===== config.mk =====
export PLATFORM = sky130hd
export DESIGN_NAME = spi_master_gen
export DESIGN_NICKNAME = d
export VERILOG_FILES = /design/src/rtl/spi_pkg.sv /design/src/rtl/spi_half_period_cnt.sv /design/src/rtl/spi_master_gen.sv
export SDC_FILE = /design/constraint.sdc
export NUM_CORES = 1
export LEC_CHECK = 0
export ABC_CLOCK_PERIOD_IN_PS = 2200
export CORE_MARGIN = 5
export CORE_UTILIZATION = 51
export CTS_CLUSTER_SIZE = 28
export DETAILED_ROUTE_END_ITERATION = 8
export GPL_ROUTABILITY_DRIVEN = 1
export GPL_TIMING_DRIVEN = 0
export PLACE_DENSITY = 0.77
export SYNTH_ARGS = -nofsm -noshare
export SYNTH_HDL_FRONTEND = slang
export SYNTH_SLANG_ARGS = --single-unit

===== constraint.sdc =====
create_clock -name clk -period 2.2 [get_ports clk]
set_input_delay 0.55 -clock clk [delete_from_list [all_inputs] [get_ports clk]]
set_output_delay 0.55 -clock clk [all_outputs]
set_load 0.02 [all_outputs]

===== src/rtl/spi_pkg.sv =====
// spi_pkg: shared state/mode types and default widths for the SPI master
package spi_pkg;
    typedef enum logic [2:0] {IDLE, CPHA_DELAY, P0, P1, SS_HOLD} spi_state_t;
    typedef struct packed {
        logic cpol;
        logic cpha;
        logic lsb_first;
    } spi_mode_t;
    localparam int DATA_W_DEF = 8;
    localparam int DVSR_W_DEF = 16;
endpackage


===== src/rtl/spi_half_period_cnt.sv =====
// spi_half_period_cnt: half-SCLK-period counter, tc when count reaches the divisor
module spi_half_period_cnt #(
    parameter int DVSR_W = 16
) (
    input  logic              clk,
    input  logic              reset_n,
    input  logic              i_clr,
    input  logic              i_en,
    input  logic [DVSR_W-1:0] i_dvsr,
    output logic [DVSR_W-1:0] o_cnt,
    output logic              o_tc
);
    logic [DVSR_W-1:0] r_cnt;

    // count 0..dvsr while enabled, restart on every state change
    always_ff @(posedge clk or negedge reset_n) begin
        if (!reset_n) r_cnt <= '0;
        else if (i_clr) r_cnt <= '0;
        else if (i_en) r_cnt <= r_cnt + DVSR_W'(1);
    end

    assign o_cnt = r_cnt;
    assign o_tc  = r_cnt == i_dvsr;
endmodule


===== src/rtl/spi_master_gen.sv =====
// spi_master_gen: SPI master, all four modes, MSB/LSB first, auto slave select; SPI_LOOPBACK_EN adds internal loopback
module spi_master_gen
    import spi_pkg::*;
#(
    parameter int DATA_W = DATA_W_DEF,
    parameter int DVSR_W = DVSR_W_DEF,
    parameter int NUM_SS = 1,
    localparam int SS_W  = (NUM_SS > 1) ? $clog2(NUM_SS) : 1
) (
    input  logic              clk,
    input  logic              reset_n,
    input  logic [DATA_W-1:0] din,
    input  logic [DVSR_W-1:0] dvsr,
    input  logic              start,
    input  logic              cpol,
    input  logic              cpha,
    input  logic              lsb_first,
    input  logic [SS_W-1:0]   ss_sel,
`ifdef SPI_LOOPBACK_EN
    input  logic              loopback,
`endif
    output logic [DATA_W-1:0] dout,
    output logic              spi_done_tick,
    output logic              ready,
    output logic              sclk,
    output logic              mosi,
    input  logic              miso,
    output logic [NUM_SS-1:0] ss_n
);
    localparam int BIT_W = (DATA_W > 1) ? $clog2(DATA_W) : 1;

    spi_state_t        r_state, w_state_nx;
    spi_mode_t         r_mode, w_mode;
    logic [DVSR_W-1:0] r_dvsr, w_cnt;
    logic [DATA_W-1:0] r_tx, r_rx, r_dout, w_tx_sh, w_rx_sh;
    logic [BIT_W-1:0]  r_bit;
    logic [NUM_SS-1:0] r_ss_n;
    logic              r_sclk, r_mosi, r_done, r_ready;
    logic              w_accept, w_tc, w_last, w_clr, w_done_nx, w_pclk;
    logic              w_loop, w_loop_nx, w_tx_bit, w_rx_in;

`ifdef SPI_LOOPBACK_EN
    logic r_loop;
    // loopback choice is frozen for the whole transfer
    always_ff @(posedge clk or negedge reset_n) begin
        if (!reset_n) r_loop <= 1'b0;
        else if (w_accept) r_loop <= loopback;
    end
    assign w_loop    = r_loop;
    assign w_loop_nx = w_accept ? loopback : r_loop;
`else
    assign w_loop    = 1'b0;
    assign w_loop_nx = 1'b0;
`endif

    spi_half_period_cnt #(.DVSR_W(DVSR_W)) u_cnt (
        .clk(clk), .reset_n(reset_n), .i_clr(w_clr), .i_en(r_state != IDLE),
        .i_dvsr(r_dvsr), .o_cnt(w_cnt), .o_tc(w_tc)
    );

    assign w_accept = (r_state == IDLE) && start;
    assign w_mode   = w_accept ? {cpol, cpha, lsb_first} : r_mode;
    assign w_last   = r_bit == BIT_W'(DATA_W - 1);
    assign w_clr    = w_accept || ((r_state != IDLE) && w_tc);
    assign w_tx_bit = r_mode.lsb_first ? r_tx[0] : r_tx[DATA_W-1];
    assign w_tx_sh  = r_mode.lsb_first ? r_tx >> 1 : r_tx << 1;
    assign w_rx_in  = w_loop ? w_tx_bit : miso;
    assign w_rx_sh  = r_mode.lsb_first ? {w_rx_in, r_rx[DATA_W-1:1]} : {r_rx[DATA_W-2:0], w_rx_in};
    // done (and ss release) lands on the final cycle of SS_HOLD
    assign w_done_nx = ((r_state == P1) && w_tc && w_last && (r_dvsr == '0)) ||
                       ((r_state == SS_HOLD) && !w_tc && (w_cnt + DVSR_W'(1) == r_dvsr));
    assign w_pclk    = ((w_state_nx == P1) && !w_mode.cpha) || ((w_state_nx == P0) && w_mode.cpha);

    // next-state decode, also feeds the registered sclk lookahead
    always_comb begin
        w_state_nx = r_state;
        if (w_accept) w_state_nx = cpha ? CPHA_DELAY : P0;
        else if ((r_state != IDLE) && w_tc)
            w_state_nx = (r_state == CPHA_DELAY) ? P0 :
                         (r_state == P0)         ? P1 :
                         (r_state == P1)         ? (w_last ? SS_HOLD : P0) : IDLE;
    end

    // FSM with registered bus outputs, shift registers and select decode
    always_ff @(posedge clk or negedge reset_n) begin
        if (!reset_n) begin
            r_state <= IDLE;
            r_mode  <= '0;
            r_dvsr  <= '0;
            r_tx    <= '0;
            r_rx    <= '0;
            r_dout  <= '0;
            r_bit   <= '0;
            r_ss_n  <= '1;
            r_sclk  <= 1'b0;
            r_mosi  <= 1'b0;
            r_done  <= 1'b0;
            r_ready <= 1'b1;
        end else begin
            r_state <= w_state_nx;
            r_sclk  <= w_mode.cpol ^ w_pclk;
            r_done  <= w_done_nx;
            r_ready <= w_state_nx == IDLE;
            if (w_accept) begin
                r_mode <= w_mode;
                r_dvsr <= dvsr;
                r_tx   <= din;
                r_bit  <= '0;
                r_mosi <= !w_loop_nx && (lsb_first ? din[0] : din[DATA_W-1]);
                r_ss_n <= w_loop_nx ? '1 : ~(NUM_SS'(1) << ss_sel);
            end
            if ((r_state == P0) && w_tc) r_rx <= w_rx_sh;
            if ((r_state == P1) && w_tc && !w_last) begin
                r_tx   <= w_tx_sh;
                r_bit  <= r_bit + BIT_W'(1);
                r_mosi <= !w_loop && (r_mode.lsb_first ? w_tx_sh[0] : w_tx_sh[DATA_W-1]);
            end
            if (w_done_nx) begin
                r_ss_n <= '1;
                r_dout <= r_rx;
            end
        end
    end

    assign dout          = r_dout;
    assign spi_done_tick = r_done;
    assign ready         = r_ready;
    assign sclk          = r_sclk;
    assign mosi          = r_mosi;
    assign ss_n          = r_ss_n;
endmodule


==> results of run 1 <==
[cells in the final DEF, fill, tap and decap left out, types with 6 or more instances in the layout]
cell / Yosys / final
nand2_2: 1 / 8
xor2_1: 18 / 12
o21ai_1: 7 / 14
o31ai_1: 8 / 7
nor2b_1: 6 / 6
clkbuf_8: 0 / 9
xor2_2: 0 / 6
clkdlybuf4s50_1: 0 / 43
buf_4: 0 / 21
clkbuf_1: 19 / 11
o21ai_0: 35 / 22
o211ai_1: 8 / 8
inv_1: 6 / 6
buf_6: 4 / 14
dfrtp_1: 68 / 63
nand3_1: 21 / 17
nand2_1: 87 / 79
mux2_2: 8 / 7
nor2_1: 21 / 17
mux2i_1: 18 / 18
o21ai_2: 1 / 7
[metrics by stage]
step	instance area, µm²	setup WS, ns	instances
6_report	5260	-0.403	601
5_1_grt	5260	-0.446	601
4_1_cts	4950	-0.239	593
3_5_place_dp	4440	-0.521	559
3_3_place_gp	4450	-1.80	559
2_1_floorplan	3880	-0.104	416
[per-layer routing]
layer / GRT usage [%] / routed length (µm)
met5: 0 / 0
met1: 28.5 / 4520
met4: 10.0 / 421
met2: 37.1 / 5890
met3: 4.75 / 788
[cells in the mapped netlist (all sizes together), types with 2 or more instances]
library cell / instances / share of area (%)
and4: 4 / 0.91
a21o: 2 / 0.39
ha: 3 / 0.97
nor4: 9 / 2.0
o31ai: 8 / 1.6
o221a: 2 / 0.58
nand4: 7 / 1.5
o21ai: 43 / 5.7
a31oi: 2 / 0.32
dfrtp: 68 / 44
buf: 7 / 1.5
and3: 3 / 0.49
inv: 6 / 0.58
and2: 2 / 0.32
xnor2: 7 / 1.6
o211ai: 8 / 1.6
nand2: 88 / 8.6
mux2i: 18 / 4.7
nor2b: 6 / 0.97
nor3: 5 / 0.78
mux2: 8 / 2.3
nand3: 21 / 2.7
clkbuf: 20 / 2.0
a21oi: 5 / 0.65
xor2: 18 / 4.1
nor2: 22 / 2.2
nor3b: 5 / 0.97
a41o: 2 / 0.52
dfstp: 2 / 1.4
[where the power goes]
part | internal, µW | switching (µW)
clock | 527 | 525
sequential | 1290 | 0
combinational | 50.3 | 37.5
total | 1860 | 563
[layout make-up]
class | count | area, µm²
plain buffers | 22 | 145
clock buffers | 11 | 131
clock inverters | 5 | 60.1
fillers | 500 | 2070
inverters | 6 | 22.5
multi-input cells | 314 | 2300
flip-flops and latches | 70 | 1760
well taps | 99 | 124
repair buffers | 74 | 718
[path summary, 6_finish.rpt]
check	cells past startpoint	startpoint	end
setup / recovery	7	u_cnt.o_cnt[10]	dout[5]
setup reg to reg	7	u_cnt.o_cnt[10]	dout[5]
hold reg to reg	2	r_mode[2]	r_mode[2]
max in group asynchronous	1	reset_n	r_dvsr[0]
min in group clk	2	r_mode[2]	r_mode[2]
hold / removal	1	reset_n	u_cnt.o_cnt[10]
[flip-flops by register name, summed over array words and instances (netlist names)]
name and count:
dout 8, mosi 1, r_bit 3, r_dvsr 16, r_mode 3, r_rx 8, r_state 3, r_tx 8
ready 1, sclk 1, spi_done_tick 1, ss_n 1, u_cnt.o_cnt 16
[repair_timing]
action	CTS	global route
setup buffers	21	7
pin swaps	18	11
resized for setup	40	70
endpoints found under the setup margin	58	67
gates cloned	1	2
[kinds of logic (layout without fill, tap and decap cells)]
family / after synthesis / in the layout
XOR/XNOR: 25 / 25
adder cells (fa/ha/maj): 3 / 3
flip-flops: 70 / 70
AO/OA/AOI/OAI: 81 / 82
AND/OR/NAND/NOR: 178 / 178
multiplexers: 26 / 26
buffers and inverters: 33 / 118
==> results.json, run 1 <==
{
  "yosysWarnings": 0,
  "tightest_slew_ns": 0.991,
  "ys_seq_area_share_pct": 45.4,
  "status": "complete, but fails checks",
  "netlist_instances": 416,
  "synthAdderAreaFrac_pct": 0.972,
  "antenna_cells": 0,
  "hold_path_class": "in2async",
  "dr.pass1.iters": 5,
  "synth_area_um2": 3860,
  "grt_first_pass_wirelength_mm": 17.2,
  "fin_ws_ns": -0.403,
  "synth-edff-count": 0,
  "power_density_nw_per_um2": 461,
  "cts_tree": "yes",
  "detail_route.wl_per_cell_um": 19.3,
  "grtUsageTotal_pct": 22.5,
  "coreArea_um2": 7330,
  "clock_latency_ns": 0.36,
  "skew_ns": 0.0150,
  "grt_setup_unrepaired": "true",
  "grt_start_max_net_pins": 71,
  "crit_arrival_ns": 2.84,
  "globalplace.congestion": 0.902,
  "cap_violations": 0,
  "p_leak_uw": 0.00232,
  "utilization_pct": 71.8,
  "violations": "negative setup slack",
  "ant_nets": 0,
  "vias": 3647,
  "yosysUniqueCellTypes": 55,
  "start_util_pct": 52.7,
  "port_buffers": 44,
  "cp-start-kind": "flop",
  "critPathBufInv": 0,
  "drive_above_1_share_pct": 26.5,
  "setup_viol": 45,
  "drc": 0,
  "hold_slack_ns": 0.288,
  "hold_viol": 0,
  "slew-limit-headroom_pct": 33.4,
  "period_needed_ns": 2.60,
  "crit_required_ns": 2.44,
  "synth.area.mux_share_pct": 7.00,
  "crit_slowest_cell": "dfrtp_1",
  "io_pins": 45,
  "power_uw": 2430,
  "grt_pass1_vias": 3503,
  "synth_seq_cells": 70,
  "post-dp-hpwl_mm": 6.65,
  "holdBufCountCts": 0,
  "synthSimpleGateAreaFrac_pct": 22.9,
  "reg2reg_slack_ns": -0.40,
  "grt-ovfl-total": 0,
  "finalCritPeriodShare_pct": 118,
  "drt-vias-per-instance": 6.07,
  "dominantRegCellSynth": "dfrtp_1",
  "path_class": "reg2reg",
  "drt-initial-drc-count": 336,
  "row_count": 31,
  "syn-num-nets": 451,
  "synth_top_family_by_area": "simple AND/OR/NAND/NOR gates",
  "vdd_ir_drop_max_mv": 0.573,
  "critPathTopFamily": "compound AO/OA/AOI/OAI gates",
  "die_y_um": 97.0,
  "setup-tns-final_ns": -8.41,
  "area_growth_pct": 36.3,
  "cts_buffer_depth": 2,
  "cp_max_fo": 7,
  "die_area_um2": 9410,
  "slew_viol_final": 0,
  "htree_levels": 3,
  "end_kind": "flop",
  "synth_compound_area_share_pct": 13.9,
  "syn_avg_cell_area_um2": 9.28,
  "async_flop_share_pct": 100,
  "slowest_delay_ns": 0.55,
  "cts_sinks": 70,
  "path_cells": "nand2_1, nor2_1, nor3b_1, o21ai_0, o31ai_4, a41oi_4, mux2_2",
  "synth_xor_area_share_pct": 5.67,
  "cts_buffers": 9,
  "antenna_found_initial": 0,
  "fin_nets": 532,
  "root_buffer": "clkbuf_8",
  "die_w_um": 97.0,
  "path_clk_slew_ns": 0.09,
  "drt_wl_total_mm": 11.6,
  "max_freq_mhz": 384
}
No activity file was read; power rests on OpenSTA's default activity.
==> inputs of run 2 (changes only) <==
CORE_UTILIZATION = 36   (was 51)
PLACE_DENSITY = default   (was 0.77)
SKIP_LAST_GASP = 1   (was default)
==> run 2 against run 1 <==
Effect of this change: the flow still finishes with violations (negative setup slack); clock-buffer cell count down 2; die area up 37%; maximum frequency is 1.4% higher; setup slack improved by 0.037 ns; sequential power barely moved; largest power group unchanged; combinational power is 6.3% higher; flip-flop and latch count did not move; clock skew is 0.0069 ns lower; global-route usage down 5.4 points; critical path depth is 3 higher; critical path type unchanged.
==> results.json, run 2 (synthesis gave the netlist of run 1 again) <==
{
  "status": "complete, but fails checks",
  "violations": "negative setup slack",
  "area_growth_pct": 39.2,
  "path_class": "reg2reg",
  "setup-tns-final_ns": -10.29,
  "row_count": 37,
  "antenna_found_initial": 0,
  "die_w_um": 114,
  "power_uw": 2600,
  "drt-vias-per-instance": 5.43,
  "p_sw_share_pct": 23.2,
  "grt.met2_usage_pct": 28.2,
  "slew-limit-headroom_pct": 56.7,
  "ant_nets": 0,
  "setup_viol": 44,
  "crit_arrival_ns": 2.81,
  "grt_setup_unrepaired": "true",
  "io_pins": 45,
  "htree_levels": 3,
  "drive_above_1_share_pct": 25.1,
  "coreArea_um2": 10400,
  "vias": 3483,
  "grt_first_pass_wirelength_mm": 17.6,
  "holdBufCountCts": 0,
  "cap_violations": 0,
  "grt_start_max_net_pins": 44,
  "final_common_cell": "nand2_1",
  "placed_area_um2": 4510,
  "slowest_delay_ns": 0.45,
  "cts_buffers": 9,
  "grtUsageMet1_pct": 22.4,
  "max_freq_mhz": 390,
  "hold_viol": 0,
  "hold_slack_ns": 0.119,
  "globalplace.congestion": 0.911,
  "power_density_nw_per_um2": 484,
  "fin_nets": 536,
  "cp-start-kind": "flop",
  "dr.pass1.iters": 5,
  "p_seq_share_pct": 49.5,
  "grtUsageTotal_pct": 17.2,
  "power_frac_comb_pct": 3.6,
  "cts_buffer_depth": 2,
  "cts_tree": "yes",
  "crit_required_ns": 2.44,
  "path_cells": "buf_6, xor2_2, nor4b_4, nand3_2, buf_6, nor2_4, nor4_4, buf_4, a41oi_4, mux2_2",
  "period_needed_ns": 2.57,
  "crit_slowest_cell": "dfrtp_2",
  "p_leak_uw": 0.00238,
  "grt-ovfl-total": 0,
  "end_kind": "flop",
  "clock_latency_ns": 0.35,
  "path_clk_slew_ns": 0.09,
  "skew_ns": 0.00806,
  "drt-initial-drc-count": 193,
  "detail_route.wl_per_cell_um": 17.4,
  "vdd_ir_drop_max_mv": 0.323,
  "drc": 0,
  "port_buffers": 44,
  "start_util_pct": 37.1,
  "finalCritPeriodShare_pct": 117,
  "die_y_um": 114,
  "drt_wl_total_mm": 11.2,
  "critPathMostFrequentCell": "buf_6",
  "post-dp-hpwl_mm": 7.19,
  "antenna_cells": 0,
  "final_area_um2": 5380,
  "grt-busiest-layer": "met2",
  "fin_ws_ns": -0.366,
  "cp_max_fo": 5,
  "p_switching_uw": 603,
  "grt_use_met3_pct": 4.08,
  "grt_pass1_vias": 3545,
  "p_int_uw": 2000,
  "final_cell_mix": "nand2_1, dfrtp_1, clkdlybuf4s50_1",
  "hold_path_class": "in2async",
  "tightest_slew_ns": 0.649,
  "cts_sinks": 70,
  "power_frac_clock_pct": 47.0,
  "slew_viol_final": 0,
  "root_buffer": "clkbuf_8",
  "die_area_um2": 12900
}
run 2: cell types whose count changed in the layout (fill, tap and decap cells not counted), sizes merged:
cell,delta
buf,+3
bufinv,+1
clkbuf,-1
clkinv,-2
inv,+3
run 2: stage by stage:
step                      instances  util (%)  setup WS (ns)
final                           642      51.6         -0.366
after floorplan                 416         -         -0.104
after global routing            642      51.6         -0.437
after global placement          596      43.1          -1.94
after detailed placement        597      43.3         -0.716
after CTS                       635      48.8         -0.337
run 2: critical path, delay by kind of cell, from the launching register on:
family	cells	cell delay, ns
compound gates	1	0.32
flops	1	0.45
xor+xnor	1	0.15
mux	1	0.37
buf+inv	3	0.46
simple gates	4	0.71
run 2: layout make-up:
class	instances	area [µm²]
tap	136	170
timing repair buffer	79	796
multi-input combinational	314	2270
buffer	21	129
fill	931	5040
clock buffer	9	124
sequential	70	1760
inverter	6	22.5
clock inverter	7	105
run 2: final timing paths:
check	from	to	slack, ns	depth (start not counted)
max reg2reg	u_cnt.o_cnt[1]	dout[3]	-0.37	10
min in group clk	r_mode[2]	r_mode[2]	0.50	2
min	reset_n	u_cnt.o_cnt[6]	0.12	1
max	u_cnt.o_cnt[1]	dout[3]	-0.37	10
max in group asynchronous	reset_n	ss_n	1.45	2
min reg2reg	r_mode[2]	r_mode[2]	0.50	2
run 2: power groups by stage:
stage                     sequential [µW]  clock, µW  combinational, µW
final                                1290       1220               93.3
after global routing                 1290       1300                103
after CTS                            1290       1240               96.0
after detailed placement             1310          0               95.1
after global placement               1310          0               90.4
after floorplan                      1310          0               3.87
run 2: metal layers:
| layer | up-vias | share of wire, % |
|---|---|---|
| met3 | 29 | 5.6 |
| met1 | 1699 | 44 |
| met5 | - | 0 |
| met4 | 0 | 2.5 |
| li1 | 1642 | - |
| met2 | 113 | 48 |
run 2: repair_timing:
item,CTS,global route
pin swaps,17,19
cloned,1,2
endpoints found under the hold margin,0,0
resized for setup,45,54
buffers inserted,22,12
setup endpoints to repair,67,68
